### config.mk
export PLATFORM = sky130hd
export DESIGN_NAME = phys_bus_bridge
export DESIGN_NICKNAME = d
export VERILOG_FILES = /design/src/rtl/phys_bus_bridge.sv
export SDC_FILE = /design/constraint.sdc
export NUM_CORES = 1
export LEC_CHECK = 0
export ABC_CLOCK_PERIOD_IN_PS = 2600
export BUFFER_PORTS_ARGS = -buffer_cell sky130_fd_sc_hd__buf_2
export CORE_ASPECT_RATIO = 0.75
export CORE_MARGIN = 10
export CORE_UTILIZATION = 49
export CTS_CLUSTER_SIZE = 12
export DETAILED_ROUTE_END_ITERATION = 8
export GPL_TIMING_DRIVEN = 0
export HOLD_SLACK_MARGIN = 0.12
export PLACE_DENSITY_LB_ADDON = 0.12
export SLEW_MARGIN = 10
export SYNTH_ARGS = -nofsm -noshare
export SYNTH_HDL_FRONTEND = slang
export SYNTH_SLANG_ARGS = --single-unit
### constraint.sdc
create_clock -name clk -period 2.6 [get_ports clk]
set_input_delay 0.65 -clock clk [delete_from_list [all_inputs] [get_ports clk]]
set_output_delay 0.65 -clock clk [all_outputs]
set_load 0.02 [all_outputs]
### src/rtl/phys_bus_bridge.sv
// phys_bus_bridge: a registered request/response stage that sits between the
// MMU physical port and the system bus interconnect. It captures one access,
// replays it onto the bus from registers, and returns the response. A bus
// watchdog finishes any access whose slave never answers, returning an error
// word and raising a sticky interrupt.
// Optional build: define PHYS_BUS_BRIDGE_BYPASS_EN to replace the stage with
// direct combinational wiring. That build removes the watchdog, the registers
// and the state machine.
module phys_bus_bridge #(
   parameter int unsigned TIMEOUT_CYCLES = 255,
   parameter logic [31:0] ERR_WORD       = 32'hdeadbeef
) (
   input  logic        clk,
   input  logic        rst,
   input  logic [31:0] pa,
   input  logic [31:0] pd,
   input  logic        pwe,
   input  logic        prd,
   output logic [31:0] pspo,
   output logic        pready,
   output logic        pirq,
   input  logic        irq_clr,
   output logic [31:0] a,
   output logic [31:0] d,
   output logic        we,
   output logic        rd,
   input  logic [31:0] spo,
   input  logic        ready,
   output logic [31:0] err_addr
);

`ifdef PHYS_BUS_BRIDGE_BYPASS_EN

   // Straight-through wiring for timing-relaxed builds; no watchdog.
   assign a        = pa;
   assign d        = pd;
   assign we       = pwe;
   assign rd       = prd;
   assign pspo     = spo;
   assign pready   = ready;
   assign pirq     = 1'b0;
   assign err_addr = 32'd0;

   logic unused_bypass;
   assign unused_bypass = ^{clk, rst, irq_clr};

`else

   typedef enum logic [2:0] {
      S_IDLE,
      S_ISSUE,
      S_WAIT,
      S_RESP,
      S_HOLD
   } state_t;

   // Last counter value that may still see ready before the watchdog fires.
   localparam logic [15:0] CNT_LAST = 16'(TIMEOUT_CYCLES - 1);

   state_t      state_q, state_d;
   logic [31:0] a_q, a_d;
   logic [31:0] d_q, d_d;
   logic        we_q, we_d;
   logic        rd_q, rd_d;
   logic [31:0] pspo_q, pspo_d;
   logic        pready_q, pready_d;
   logic        pirq_q, pirq_d;
   logic [31:0] err_addr_q, err_addr_d;
   logic [15:0] cnt_q, cnt_d;
   logic        timeout_set;

   // Next-state and next-output logic for the transfer sequence.
   always_comb begin
      // NOTE: every signal gets a default first so no path leaves it unassigned, which would infer a latch.
      state_d     = state_q;
      a_d         = a_q;
      d_d         = d_q;
      we_d        = we_q;
      rd_d        = rd_q;
      pspo_d      = pspo_q;
      pready_d    = 1'b0;
      err_addr_d  = err_addr_q;
      cnt_d       = cnt_q;
      timeout_set = 1'b0;

      case (state_q)
         S_IDLE: begin
            if (prd || pwe) begin
               // A request with both strobes high is treated as a read.
               a_d     = pa;
               d_d     = pd;
               rd_d    = prd;
               we_d    = ~prd;
               state_d = S_ISSUE;
            end
         end
         S_ISSUE: begin
            cnt_d   = 16'd0;
            state_d = S_WAIT;
         end
         S_WAIT: begin
            cnt_d = (cnt_q == 16'hffff) ? cnt_q : cnt_q + 16'd1;
            if (ready) begin
               // A slave answer in the timeout cycle still counts as success.
               pspo_d  = rd_q ? spo : 32'd0;
               rd_d    = 1'b0;
               we_d    = 1'b0;
               state_d = S_RESP;
            end else if (cnt_q == CNT_LAST) begin
               pspo_d      = rd_q ? ERR_WORD : 32'd0;
               err_addr_d  = a_q;
               timeout_set = 1'b1;
               rd_d        = 1'b0;
               we_d        = 1'b0;
               state_d     = S_RESP;
            end
         end
         S_RESP: begin
            pready_d = 1'b1;
            state_d  = S_HOLD;
         end
         S_HOLD: begin
            // The requester still holds its strobe this cycle, so it is ignored.
            state_d = S_IDLE;
         end
         default: state_d = S_IDLE;
      endcase

      // A new timeout outranks a clear that arrives in the same cycle.
      pirq_d = timeout_set ? 1'b1 : (irq_clr ? 1'b0 : pirq_q);
   end

   // State and output registers with synchronous reset.
   always_ff @(posedge clk) begin
      if (rst) begin
         state_q    <= S_IDLE;
         a_q        <= 32'd0;
         d_q        <= 32'd0;
         we_q       <= 1'b0;
         rd_q       <= 1'b0;
         pspo_q     <= 32'd0;
         pready_q   <= 1'b0;
         pirq_q     <= 1'b0;
         err_addr_q <= 32'd0;
         cnt_q      <= 16'd0;
      end else begin
         // NOTE: clocked state uses non-blocking assignments so every register updates from pre-edge values.
         state_q    <= state_d;
         a_q        <= a_d;
         d_q        <= d_d;
         we_q       <= we_d;
         rd_q       <= rd_d;
         pspo_q     <= pspo_d;
         pready_q   <= pready_d;
         pirq_q     <= pirq_d;
         err_addr_q <= err_addr_d;
         cnt_q      <= cnt_d;
      end
   end

   assign a        = a_q;
   assign d        = d_q;
   assign we       = we_q;
   assign rd       = rd_q;
   assign pspo     = pspo_q;
   assign pready   = pready_q;
   assign pirq     = pirq_q;
   assign err_addr = err_addr_q;

`endif

endmodule

==> results.md <==
* Outcome: completed
* RSZ-0062 raised after global routing: false
* Number of hold violations in the final report at 0
* Width of the die at 148 µm
* Top-Level Pins at between 200 and 250
* Post-CTS Setup Bufs at 0
* Hold bufs inserted after CTS at 0
* Crit path from: cnt_q[0]
* Worst Setup Slack, final at about 0.30 ns
* Post-route antenna net violation count at 0
* Reg power frac at 44.4%
* Total number of yosys warnings at 0
* Overall routed net length at 19700 µm
* Floorplan die height at about 120 µm
* Total power divided by cell area at ~700 mW/mm²
* Post-layout minimum cycle time at about 2.3 ns
* Overall global routing resource usage at approximately 22%
* Hold Path Depth at 2
* Drt first-iter violations at 437
* Cts bufs inserted at 17
* Hold Path Origin: d[12]
* Area growth from synthesis to layout at 32.0%
* Number of I/O port buffers at between 200 and 250
* Cell area after synthesis at about 0.0060 mm²
* Launching element type of the critical path: flip-flop
* Most used flip-flop cell after synthesis: dfxtp_1
* Maximum buffer depth of the clock tree at 2
* Register area share after synthesis at roughly half
* Die area at roughly 0.017 mm²
* TritonCTS clock tree: done
* Count of cells resized by post-cts repair at 0
* Maximum clock skew at final layout at roughly 0.011 ns
* Endpoint required time on the critical path at 2.94 ns
* TritonCTS sink count at between 150 and 200
* FF-to-FF path depth at 7
* Total via count in the routed design at 6176
* Internal reg-to-reg setup slack at 0.30 ns
* Top cells by area in the synthesized netlist: dfxtp_1 50%, nand2_1 9.3%, a21oi_1 8.2%, o21ai_0 6.9%, or4_1 3.9%
* Combinational share of power at 14.7%
* Kind of end point of the critical path: flip-flop
* Data arrival time of the critical path at 2.64 ns
* Clock H-tree levels at 4
* Peak clock frequency supported by timing at 0.434 GHz
* Share of the core filled with cells in the final layout at roughly two thirds
* Clk Latency, worst-skew pair at about 0.43 ns
* Clock edge transition at the registers on the reported setup and hold paths at roughly 0.07 ns
* Clock network power share at ~41%
* Type of the tightest min-delay check: reg -> reg
* Transition at the pin with the smallest max-transition slack at 0.645 ns
* Proportion of total power due to net switching at between 20 and 30%
* Number of endpoints failing setup at the final stage at 0
* Total of flip-flops plus latches after synthesis at ~150
* Normalized max-slew margin at between 50% and 60%
* Worst slack, placed at roughly 0.21 ns
* Net Switching at roughly 1.7 mW
* Max-cap violation count at 0
* Crit Path Category: reg -> reg
* Internal power at 3.96 mW
* Final net count at 1094
* First-pass GRT wire length at around 31000 µm
* Num rows at 35
* DR WL/cell at approximately 17 µm
* Largest area contributor in the synthesized netlist: dfxtp_1
* Final HPWL DP at 14900 µm
* Post-synth net total at ~840
* Synth Instances at 738
* Number of search-and-repair iterations in the first detailed-routing pass at 5
* Total Negative Setup Slacks at 0 ns
* Average size of a mapped cell at 8.18 µm²
* Startpoint of the most critical register-to-register path: cnt_q[0]
* Library cells used by synthesis at 50
* Number of synthesized flops with an enable pin at 0
* Vias in the first global route at slightly below 6000
* WHS Endpoint: d[12]
* Root Buffer Master: clkbuf_16
* GRT overflow at 0
* Worst vdd rail ir drop at 0.474 mV
* Starting density of the core at 49.6%
* Commonest cells in the synthesized netlist: 151 x dfxtp_1, 150 x nand2_1, 99 x a21oi_1
* Area share of the largest cell type after synthesis at between 50% and 60%
* Ratio of final minimum period to clock period at 88.6%
* Pin count of the biggest net entering global routing at 17
* DRC violation count after routing at 0
* Core outline area at ~0.012 mm²
* Share of layout cells above drive strength 1 at between 20% and 30%
* Number of antenna violations at the first check in global routing at 2
* Final slew viol count at 0
* GP Congestion at between 0.8 and 0.9
* Leakage power total at 3.36 nW
* Dominant cell by count in the synthesized netlist: dfxtp_1
* Maximum fanout along the worst path at 10
* Number of vias per cell at approximately 5.3
* Proportion of register bits with asynchronous set or reset after synthesis at 0%
* Capturing point of the worst reg2reg path: pspo[5]
per-stage QoR:
step,cells,hold slack [ns],instance area (µm²),power [mW]
after global routing,1170,0.458,7970,5.87
after global placement,1137,0.439,7410,3.38
after CTS,1169,0.445,7970,5.68
after detailed placement,1137,0.443,7410,3.38
final,1170,0.451,7970,5.64
after floorplan,738,0.452,6040,3.03
sequential cells by signal (all words and copies together), names as in the netlist:
| register | count |
|---|---|
| a | 32 |
| cnt_q | 16 |
| d | 32 |
| err_addr | 32 |
| pirq | 1 |
| pready | 1 |
| pspo | 32 |
| rd | 1 |
| state_q | 3 |
| we | 1 |
worst max-delay path by stage:
stage          endpoint  slack [ns]  cells past startpoint
6_report        pspo[5]        0.30                      7
5_1_grt         pspo[5]        0.04                      6
4_1_cts         pspo[5]        0.30                      7
3_5_place_dp      a[31]        0.21                      7
3_3_place_gp       a[2]        0.26                      7
2_1_floorplan  cnt_q[9]        0.75                      6
critical path: stages, from the launching register on:
cell,delay [ns]
dfxtp_1,0.39
inv_1,0.08
ha_1,0.21
and4b_1,0.22
a41oi_1,0.53
nor2_1,0.26
clkbuf_1,0.27
o21ai_0,0.26
layer usage:
metal  GRT usage [%]  up-vias  wire length (µm)
met5               0        -                 0
met4            7.64        0               313
met3            9.33       24              1960
met2            33.9      223              8920
met1            27.8     2830              8520
li1                -     3099                 -
placed cells by master (no fill, tap or decap), drive strengths merged, types with 4 or more instances in the layout:
cell / netlist / routed
o21ai: 83 / 83
nand2: 150 / 150
a311oi: 5 / 5
clkinv: 0 / 6
mux2i: 8 / 8
nand3: 37 / 37
dfxtp: 151 / 151
buf: 8 / 241
inv: 6 / 12
nand4: 4 / 4
clkbuf: 56 / 74
nand2b: 37 / 37
a21oi: 99 / 99
nor2: 11 / 11
and4: 5 / 5
or4: 31 / 31
and3: 4 / 4
power by group through the flow:
stage | logic, mW | clock network, mW | registers (mW)
after floorplan | 0.356 | 0 | 2.68
final | 0.827 | 2.31 | 2.50
after global placement | 0.827 | 0 | 2.55
after detailed placement | 0.828 | 0 | 2.55
after global routing | 0.915 | 2.44 | 2.52
after CTS | 0.831 | 2.34 | 2.50
layout make-up:
class	count	area (µm²)
timing repair buffer	233	1170
clock buffer	18	439
buffer	64	254
clock inverter	14	115
antenna	1	2.50
sequential	151	3020
multi-input combinational	517	2740
fill	1131	4210
inverter	6	22.5
tap	166	208
kinds of logic (layout without fill, tap and decap cells):
logic type,Yosys count,after routing,synth area share [%]
other,0,1,0
AND/OR/NAND/NOR,299,299,24.9
AO/OA/AOI/OAI,207,207,18.6
buffers and inverters,70,335,4.58
multiplexers,8,8,1.33
adder cells (fa/ha/maj),2,2,0.414
flip-flops,151,151,50.1
XOR/XNOR,1,1,0.145
No activity file was read; power rests on OpenSTA's default activity.
